## src/rtl/cp_gpp_port.sv

```systemverilog
// cp_gpp_port: endpoint between the photonic network interface and the GPP.
// It buffers inbound network words for the GPP in an RX FIFO, buffers GPP
// transmit words in a TX FIFO, and drains the TX FIFO through a one-word
// output register onto a valid/ready stream.
//
// TX output stage states:
//   state   | meaning
//   --------+---------------------------------------------------------
//   S_EMPTY | output register holds nothing, net_tx_valid low
//   S_FULL  | output register holds a word, net_tx_valid high
module cp_gpp_port #(
  parameter int DEPTH = 16
) (
  input  logic        clk,
  input  logic        rst,
  input  logic        enable_rtr,
  input  logic        gpp_rtr_cp,
  input  logic        gpp_rtr_dp,
  input  logic        gpp_trf_dp,
  input  logic [15:0] gpp_tx_data,
  output logic [15:0] RAM_rx_data_out,
  output logic        data_rx_flag,
  output logic        gpp_trf_cp,
  input  logic [15:0] net_rx_data,
  input  logic        net_rx_valid,
  output logic        net_rx_ready,
  output logic [15:0] net_tx_data,
  output logic        net_tx_valid,
  input  logic        net_tx_ready
);

  localparam int AW = $clog2(DEPTH);
  localparam int CW = AW + 1;
  localparam logic [CW-1:0] FULL_CNT = CW'(DEPTH);
  localparam logic [AW-1:0] PTR_ONE  = AW'(1);
  localparam logic [CW-1:0] CNT_ONE  = CW'(1);

  localparam logic [0:0] S_EMPTY = 1'b0;
  localparam logic [0:0] S_FULL  = 1'b1;

  logic [15:0]   rx_mem [DEPTH];
  logic [AW-1:0] rx_wptr, rx_rptr;
  logic [CW-1:0] rx_count;

  logic [15:0]   tx_mem [DEPTH];
  logic [AW-1:0] tx_wptr, tx_rptr;
  logic [CW-1:0] tx_count;

  logic [0:0]    state;
  logic          tx_overflow, rx_underflow;

  logic rd, st, wr;
  logic rx_full, rx_empty, tx_full, tx_empty;
  logic rx_push, rx_pop, tx_push, tx_pop;
  logic ovf_evt, unf_evt;
  logic [15:0] status_word;

  // GPP strobe qualification; a status request overrides a read
  always_comb begin
    rd = enable_rtr & gpp_rtr_cp & ~gpp_rtr_dp;
    st = enable_rtr & gpp_rtr_dp;
    wr = enable_rtr & gpp_trf_dp;
  end

  // FIFO flags and transfer conditions, all from registered counts
  always_comb begin
    rx_full  = (rx_count == FULL_CNT);
    rx_empty = (rx_count == '0);
    tx_full  = (tx_count == FULL_CNT);
    tx_empty = (tx_count == '0);
    rx_push  = net_rx_valid & ~rx_full;
    rx_pop   = rd & ~rx_empty;
    unf_evt  = rd & rx_empty;
    tx_push  = wr & ~tx_full;
    ovf_evt  = wr & tx_full;
    // the output stage takes a word whenever its register is free or being drained
    tx_pop   = ~tx_empty & ((state == S_EMPTY) | net_tx_ready);
  end

  // Status word and GPP read-data mux
  always_comb begin
    status_word = {tx_overflow, rx_underflow, 7'(rx_count), 7'(FULL_CNT - tx_count)};
    if (st)
      RAM_rx_data_out = status_word;
    else if (!rx_empty)
      RAM_rx_data_out = rx_mem[rx_rptr];
    else
      RAM_rx_data_out = 16'h0000;
  end

  // Registered-state flags towards the GPP and the network
  always_comb begin
    data_rx_flag = ~rx_empty;
    gpp_trf_cp   = ~tx_full;
    net_rx_ready = ~rx_full;
    net_tx_valid = (state == S_FULL);
  end

  // RX storage write port (contents are don't-care while the count is zero)
  always_ff @(posedge clk) begin
    if (rx_push)
      rx_mem[rx_wptr] <= net_rx_data;
  end

  // RX pointers and occupancy
  always_ff @(posedge clk) begin
    if (rst) begin
      rx_wptr  <= '0;
      rx_rptr  <= '0;
      rx_count <= '0;
    end else begin
      if (rx_push) rx_wptr <= rx_wptr + PTR_ONE;
      if (rx_pop)  rx_rptr <= rx_rptr + PTR_ONE;
      case ({rx_push, rx_pop})
        2'b10:   rx_count <= rx_count + CNT_ONE;
        2'b01:   rx_count <= rx_count - CNT_ONE;
        default: rx_count <= rx_count;
      endcase
    end
  end

  // TX storage write port
  always_ff @(posedge clk) begin
    if (tx_push)
      tx_mem[tx_wptr] <= gpp_tx_data;
  end

  // TX pointers and occupancy
  always_ff @(posedge clk) begin
    if (rst) begin
      tx_wptr  <= '0;
      tx_rptr  <= '0;
      tx_count <= '0;
    end else begin
      if (tx_push) tx_wptr <= tx_wptr + PTR_ONE;
      if (tx_pop)  tx_rptr <= tx_rptr + PTR_ONE;
      case ({tx_push, tx_pop})
        2'b10:   tx_count <= tx_count + CNT_ONE;
        2'b01:   tx_count <= tx_count - CNT_ONE;
        default: tx_count <= tx_count;
      endcase
    end
  end

  // TX output stage: load from the FIFO head, hold until accepted
  always_ff @(posedge clk) begin
    if (rst) begin
      state       <= S_EMPTY;
      net_tx_data <= 16'h0000;
    end else if (tx_pop) begin
      net_tx_data <= tx_mem[tx_rptr];
      state       <= S_FULL;
    end else if ((state == S_FULL) && net_tx_ready) begin
      state       <= S_EMPTY;
    end
  end

  // Sticky error flags; a fresh event wins over a clearing status read
  always_ff @(posedge clk) begin
    if (rst) begin
      tx_overflow  <= 1'b0;
      rx_underflow <= 1'b0;
    end else begin
      tx_overflow  <= (st ? 1'b0 : tx_overflow)  | ovf_evt;
      rx_underflow <= (st ? 1'b0 : rx_underflow) | unf_evt;
    end
  end

endmodule
```

## config.mk

```make
export PLATFORM = sky130hd
export DESIGN_NAME = cp_gpp_port
export DESIGN_NICKNAME = d
export VERILOG_FILES = /design/src/rtl/cp_gpp_port.sv
export SDC_FILE = /design/constraint.sdc
export NUM_CORES = 1
export LEC_CHECK = 0
export ABC_AREA = 1
export CAP_MARGIN = 20
export CORE_MARGIN = 2
export CORE_UTILIZATION = 47
export CTS_CLUSTER_SIZE = 40
export DETAILED_ROUTE_END_ITERATION = 16
export PLACE_DENSITY = 0.62
export SLEW_MARGIN = 20
export SYNTH_ARGS = -nofsm -noshare
export SYNTH_HDL_FRONTEND = slang
export SYNTH_SLANG_ARGS = --single-unit
```

## constraint.sdc

```tcl
create_clock -name clk -period 4.65 [get_ports clk]
set_clock_uncertainty 0.15 [all_clocks]
set_input_delay 0.6975 -clock clk [delete_from_list [all_inputs] [get_ports clk]]
set_output_delay 0.6975 -clock clk [all_outputs]
set_load 0.1 [all_outputs]
```

Word-level counts from Yosys, hierarchy flattened
Memory sizes are Yosys's and may differ from the RTL's. A register that Yosys moved wholly into a read port is not among the register bits. Cells that the tools add are included.

$add $sub $neg: 9. Equality and inequality tests: 6. Muxes and demuxes: 14. Bitwise logic cells: 19. Reduce and logical (&&, ||, !) cells: 6.

Operators by type and width (count): $mux W16 (2); $pmux W5 S2 (2); $add A4 B1 Y4 const B (4); $add A5 B1 Y5 const B (2); $and A1 B1 Y1 (10); $eq A5 B5 Y1 const B (2); $logic_not A5 Y1 (2); $sub A5 B1 Y5 const B (2); $mux W1 (8); $mux W4 (2); $not A1 Y1 (6); $reduce_bool A2 Y1 (3); $sub A5 B5 Y6 const A (1); $eq A2 B1 Y1 const B (2); $eq A2 B2 Y1 const B (2); $or A1 B1 Y1 (3); $logic_and A1 B1 Y1 (1).

Register bits: 29. Memory bits (writable): 512. Output and inout port bits: 36. Logic and storage cells: 65. Memories kept: 2.

Memories: rx_mem (depth 16, bits a word 16, rd ports 1, clocked after Yosys merged registers in 1, write ports 1, RTL line 41) `logic [15:0] rx_mem [DEPTH];`; tx_mem (depth 16, bits a word 16, rd ports 1, clocked after Yosys merged registers in 1, write ports 1, RTL line 45) `logic [15:0] tx_mem [DEPTH];`.

Depth between registers and ports, before layout
Gate-level depths: netlist of the first run.

Depth in word-level cells: 5. Mapped depth: 19. Gate-level depth less buffers: 18.

Worst setup path after synthesis of the first run
No wires, ideal clock.

Path type: register -> output. Start: register tx_count[1]. End: output RAM_rx_data_out[4]. Data arrival time: 3.148 ns. Required time: 3.803 ns. Slack: 0.655 ns. Stages on the path, launching flop included: 7. Buffers on the path: 0. Path through: dfxtp_1 > inv_1 > ha_1 > nand2_1 > nor2_1 > ha_1 > o21ai_0.

Cells in the longest elaborated chain, start to end: 2.

Ends and longest elaborated chain: start, declared (RTL line 47) `logic [CW-1:0] tx_count;`; start signal, assigned (RTL line 138) `2'b10: tx_count <= tx_count + CNT_ONE;`; start signal, assigned (RTL line 139) `2'b01: tx_count <= tx_count - CNT_ONE;`; start signal, assigned (RTL line 140) `default: tx_count <= tx_count;`; $sub A5 B5 Y6 (RTL line 82) `status_word = {tx_overflow, rx_underflow, 7'(rx_count), 7'(FULL_CNT - tx_count)};`; $mux W16 (RTL line 83) `if (st)`; end, declared (RTL line 21) `output logic [15:0] RAM_rx_data_out,`.

Every way passes these cells.

==> results.yml, run 1 <==
grt:
  gr-total-overflow: 0
  grt_pass1_wl_um: 84060
  grt_pass1_vias: 14070
  track_usage_pct: 22.31
  grt_max_degree: 116
  grt_antenna_before_repair: 4
cts:
  hold_buffers: 0
  cts_buffers: 58
  cts.path.max_buffers: 3
  cts_setup_buffers: 0
  root_buffer: "clkbuf_16"
  cts_resized: 0
  cts_htree_levels: 2
  clkSinkCount: 561
  clk_latency_ns: 0.60
  clk_pin_slew_ns: 0.06
  cts_tree: "done"
critical_path:
  r2r_end: "tx_count[4]"
  cp.required_ns: 3.80
  r2r_cells: 18
  worstReg2RegStart: "tx_count[1]"
  end_kind: "primary output"
  cp_max_fo: 115
  cp-start-kind: "flip-flop"
  arrival_ns: 2.99
  crit_type: "flip-flop to primary output"
  r2r_setup_slack_ns: 1.42
place:
  place.port_buffers: 75
  gp_congestion: 0.8349
  dp.cells: 2448
  hpwlAfterDp_um: 31200
timing:
  finalHoldViolations: 0
  rsz0062_at_grt: "no"
  setup_viol: 0
  fin_crit_ns: 3.839
  fin_setup_tns_ns: 0
  tightest_slew_ns: 1.027
  slew_viol_final: 0
  max_clock_freq_mhz: 260.5
  post-route-period-util_pct: 82.55
  slew_headroom_pct: 31.33
synthesis:
  synth_area_per_cell_um2: 12.41
  async_flop_share_pct: 0
  syn_inst: 1818
  synth_top_family_by_area: "compound AO/OA/AOI/OAI gates"
  synth_edf_count: 512
  synth-seq-cells: 561
  synth_fa_ha_area_share_pct: 1.054
  synthTopCellsByArea: "edfxtp_1, nor2_1, o21ai_0"
  ys_seq_area_share_pct: 72.51
  ys_types: 31
  synth_commonest_cells: "edfxtp_1, nor2_1, o21ai_0"
  synth_flop_cell: "edfxtp_1"
  synth_compound_area_share_pct: 12.45
  yosysMostFrequentCell: "edfxtp_1"
  netlist_area_um2: 22560
  ys.warnings.count: 0
  synth_top_area_cell: "edfxtp_1"
  muxShareOfSynthArea_pct: 0
  synth_top_area_share_pct: 68.16
  syn_nets: 1877
  synth_xor_area_share_pct: 0.3495
  synth-simple-area-share_pct: 10.04
worst_hold_path:
  hold_depth: 2
  hp-class: "flip-flop to flip-flop"
  hold_end: "net_tx_data[14]"
  hp-start: "net_tx_data[14]"
die:
  core.rowCount: 80
  coreArea_um2: 47550
  die_y_um: 223.1
  die_w_um: 223.1
  die_area_um2: 49760
  start_util_pct: 47.44
  ioPinCount: 76
cells_and_area:
  multi_input_area_um2: 5482
  finalNetCount: 1954
  syn_to_final_growth_pct: 14.95
  n_fill_cell: 3908
  drive_gt1_share_pct: 10.30
  utilization_pct: 54.54
  regArea_um2: 16370
  final_cells: 2559
power_and_ir_drop:
  p_per_area_nw_per_um2: 521.9
  p_leak_nw: 8.705
  power.total_mw: 13.53
  peakVddDrop_v: 0.0004613
drt:
  route.vias.total: 14740
  ant_nets: 0
  routed_wl_um: 55970
  drtIter0Drc: 1805
  dr.pass1.iters: 5
  drc: 0
  wire_per_inst_um: 21.87
  routed_via_density: 5.762
status:
  outcome: "complete, no violations"
run:
  cap_violations: 0
cell usage in the layout, fill, tap and decap left out, types with 4 or more instances in the layout:
master	count
edfxtp_1	512
nor2_1	347
o21ai_0	252
o211ai_1	97
nand2_1	85
nand3_1	83
inv_1	62
buf_4	61
clkbuf_16	60
clkdlybuf4s50_1	59
o21ai_1	49
dfxtp_1	45
nor2_2	40
a21oi_1	31
o221ai_1	26
o22ai_1	23
ha_1	19
clkbuf_1	19
clkinv_1	13
clkinv_2	10
xor2_1	6
buf_12	6
nand4_1	4
bufinv_16	4
sequential cells by signal, indices dropped and copies added (netlist names), named ones only:
name          count
tx_count          5
net_tx_data      16
rx_count          5
tx_wptr           4
rx_rptr           4
rx_mem          256
net_tx_valid      1
tx_overflow       1
tx_rptr           4
tx_mem          256
rx_wptr           4
rx_underflow      1
final cells by class:
class / count / share of cell area (%)
Antenna cell: 2 / 0.01930
Clock buffer: 81 / 6.172
Clock inverter: 26 / 0.8782
Inverter: 69 / 1.013
Multi-Input combinational cell: 1076 / 21.14
Sequential cell: 561 / 63.12
Tap cell: 615 / 2.968
Timing Repair Buffer: 129 / 4.685
power breakdown:
part	leakage (nW)	switching, mW	internal [mW]
clock	0.893	1.88	2.61
combinational	2.79	2.32	0.882
sequential	5.02	0.164	5.67
critical path: stages, from the launching register on:
cell,delay [ns]
dfxtp_4,0.34
clkinv_2,0.12
buf_6,0.64
o21ai_0,0.20
o221ai_1,0.21
o21ai_0,0.13
nand2_1,0.10
nand3_1,0.11
o21ai_0,0.21
buf_12,0.23
layer usage:
layer  part of all wire, %  GRT usage [%]  wire, um  up-vias
met1                    45          32.78     24970     7313
met2                    44          33.35     24900      534
met5                 0.048              0        27        -
met4                   2.3          6.625      1277        4
li1                      -              -         -     6792
met3                   8.6          5.057      4795      101
cells by family after synthesis:
family | Yosys count
AO/OA/AOI/OAI | 484
XOR/XNOR | 9
buffers and inverters | 181
flip-flops | 561
AND/OR/NAND/NOR | 564
adder cells (fa/ha/maj) | 19
worst max-delay path by stage:
stage / from / endpoint / slack (ns) / cells past startpoint
6_report: flip-flop / RAM_rx_data_out[0] / 0.81 / 9
5_1_grt: flip-flop / RAM_rx_data_out[2] / 0.62 / 9
4_1_cts: flip-flop / RAM_rx_data_out[0] / 0.55 / 9
3_5_place_dp: enable_rtr / RAM_rx_data_out[0] / 1.04 / 7
3_3_place_gp: enable_rtr / RAM_rx_data_out[6] / 1.08 / 7
2_1_floorplan: tx_count[1] / RAM_rx_data_out[4] / 0.65 / 6
per-stage QoR:
stage / hold WS, ns / instance area [um2] / setup slack [ns]
after global routing: 0.3834 / 25930 / 0.6158
after floorplan: 0.2912 / 22560 / 0.6548
after detailed placement: 0.3367 / 24060 / 1.035
final: 0.3534 / 25930 / 0.8115
after CTS: 0.3532 / 25890 / 0.5472
after global placement: 0.3319 / 24060 / 1.078
Power figures use the tool's default switching activity.
==> run 2: changes to the inputs <==
Clock period 4.65 ns to 3.6 ns, I/O delays scaled along.
==> results.yml, run 2 (same netlist as run 1, synthesis figures left out) <==
grt:
  grt_pass1_wl_um: 84750
  grt_pass1_vias: 14180
  grt_max_degree: 131
  track_usage_pct: 22.41
  grt_antenna_before_repair: 2
  gr-total-overflow: 0
timing:
  tightest_slew_ns: 0.9927
  slew_headroom_pct: 33.61
  slew_viol_final: 0
  fin_setup_tns_ns: 0
  post-route-period-util_pct: 94.58
  rsz0062_at_grt: "no"
  fin_ws_ns: 0.1953
  max_clock_freq_mhz: 293.7
  finalHoldViolations: 0
  fin_crit_ns: 3.405
  setup_viol: 0
worst_hold_path:
  hold_depth: 2
  hp-class: "flip-flop to flip-flop"
  hp-start: "net_tx_data[12]"
  hold_end: "net_tx_data[12]"
place:
  hpwlAfterDp_um: 31860
  dp_slack_ns: 0.3082
  dp.cells: 2460
  place.port_buffers: 75
  gp_congestion: 0.7983
drt:
  routed_via_density: 5.715
  dr.pass1.iters: 5
  drtIter0Drc: 1621
  routed_wl_um: 55590
  drc: 0
  wire_per_inst_um: 21.64
  route.vias.total: 14680
  ant_nets: 0
critical_path:
  worstReg2RegStart: "tx_count[1]"
  end_kind: "primary output"
  cp-start-kind: "flip-flop"
  crit_type: "flip-flop to primary output"
  r2r_setup_slack_ns: 0.43
  r2r_cells: 18
  arrival_ns: 2.71
  cp_max_fo: 34
  r2r_end: "tx_count[4]"
  cp.required_ns: 2.91
cts:
  cts_tree: "done"
  cts.path.max_buffers: 3
  hold_buffers: 0
  cts_buffers: 58
  root_buffer: "clkbuf_16"
  clkSinkCount: 561
  clk_pin_slew_ns: 0.06
  cts_htree_levels: 2
  clk_latency_ns: 0.61
power_and_ir_drop:
  peakVddDrop_v: 0.0006000
  p_per_area_nw_per_um2: 668.9
  power.total_mw: 17.58
  p_leak_nw: 8.843
die:
  coreArea_um2: 47550
  die_y_um: 223.1
  die_area_um2: 49760
  ioPinCount: 76
  start_util_pct: 47.44
  die_w_um: 223.1
  core.rowCount: 80
cells_and_area:
  final_common_cell: "edfxtp_1"
  largestRegisters: "rx_mem (256), tx_mem (256), net_tx_data (16)"
  finalNetCount: 1965
  final_cells: 2569
  utilization_pct: 55.29
  syn_to_final_growth_pct: 16.54
  layout_common_cells: "edfxtp_1, nor2_1, o21ai_0"
  drive_gt1_share_pct: 11.21
status:
  outcome: "complete, no violations"
run:
  cap_violations: 0
==> run 2: cell count changes in the layout (fill, tap and decap cells not counted), moves of 2 or more <==
cell,change
a21oi_1,-2
a21oi_2,+2
buf_12,+22
buf_4,-9
buf_6,+3
clkbuf_1,-3
clkbuf_8,+2
clkdlybuf4s50_1,-3
inv_8,+2
==> run 2: how the worst max path moves through the flow <==
stage	slack, ns	cells past startpoint	to
2_1_floorplan	0.01	17	tx_count[4]
3_3_place_gp	0.28	7	RAM_rx_data_out[7]
3_5_place_dp	0.31	7	RAM_rx_data_out[7]
4_1_cts	0.004	8	RAM_rx_data_out[0]
5_1_grt	0.006	8	RAM_rx_data_out[7]
6_report	0.20	8	RAM_rx_data_out[7]
==> run 2: layer usage <==
layer | global-route usage, % | vias to the layer above | part of all wire (%) | wire length, um
li1 | - | 6829 | - | -
met2 | 33.85 | 573 | 45 | 25050
met3 | 3.819 | 85 | 8.0 | 4439
met4 | 5.889 | 0 | 1.8 | 1028
met5 | 0 | - | 0 | 0
met1 | 33.79 | 7195 | 45 | 25070
==> run 2: stage by stage <==
| step | cell area (um2) | hold slack, ns |
|---|---|---|
| CTS | 26260 | 0.3509 |
| finish | 26290 | 0.3533 |
| global placement | 24420 | 0.3301 |
| floorplan | 22560 | 0.2912 |
| detailed placement | 24420 | 0.3379 |
| global route | 26290 | 0.3650 |
==> run 2: repair_timing <==
| action | CTS | global route |
|---|---|---|
| setup buffers | 0 | 1 |
| endpoints found under the setup margin | 0 | 8 |
| resized for setup | 0 | 4 |
==> run 2: layout make-up <==
type	count	area (um2)
diodes	1	2.502
clock buffers	79	1592
clock inverters	28	245.2
fillers	3848	21260
inverters	69	262.8
multi-input cells	1076	5492
flip-flops and latches	561	16370
well taps	615	769.5
repair buffers	140	1556
==> run 2: critical path: stages (launching register included) <==
cell and delay (ns):
dfxtp_4 0.49, buf_4 0.40, o21ai_0 0.15, o221ai_1 0.20, o21ai_1 0.09, nand2_1 0.08
nand3_1 0.19, o21ai_0 0.27, buf_12 0.23
==> run 2: report_power, final <==
part | switching, mW | total, mW | internal [mW]
sequential | 0.189 | 7.52 | 7.33
combinational | 3.02 | 4.27 | 1.25
clock | 2.43 | 5.80 | 3.37
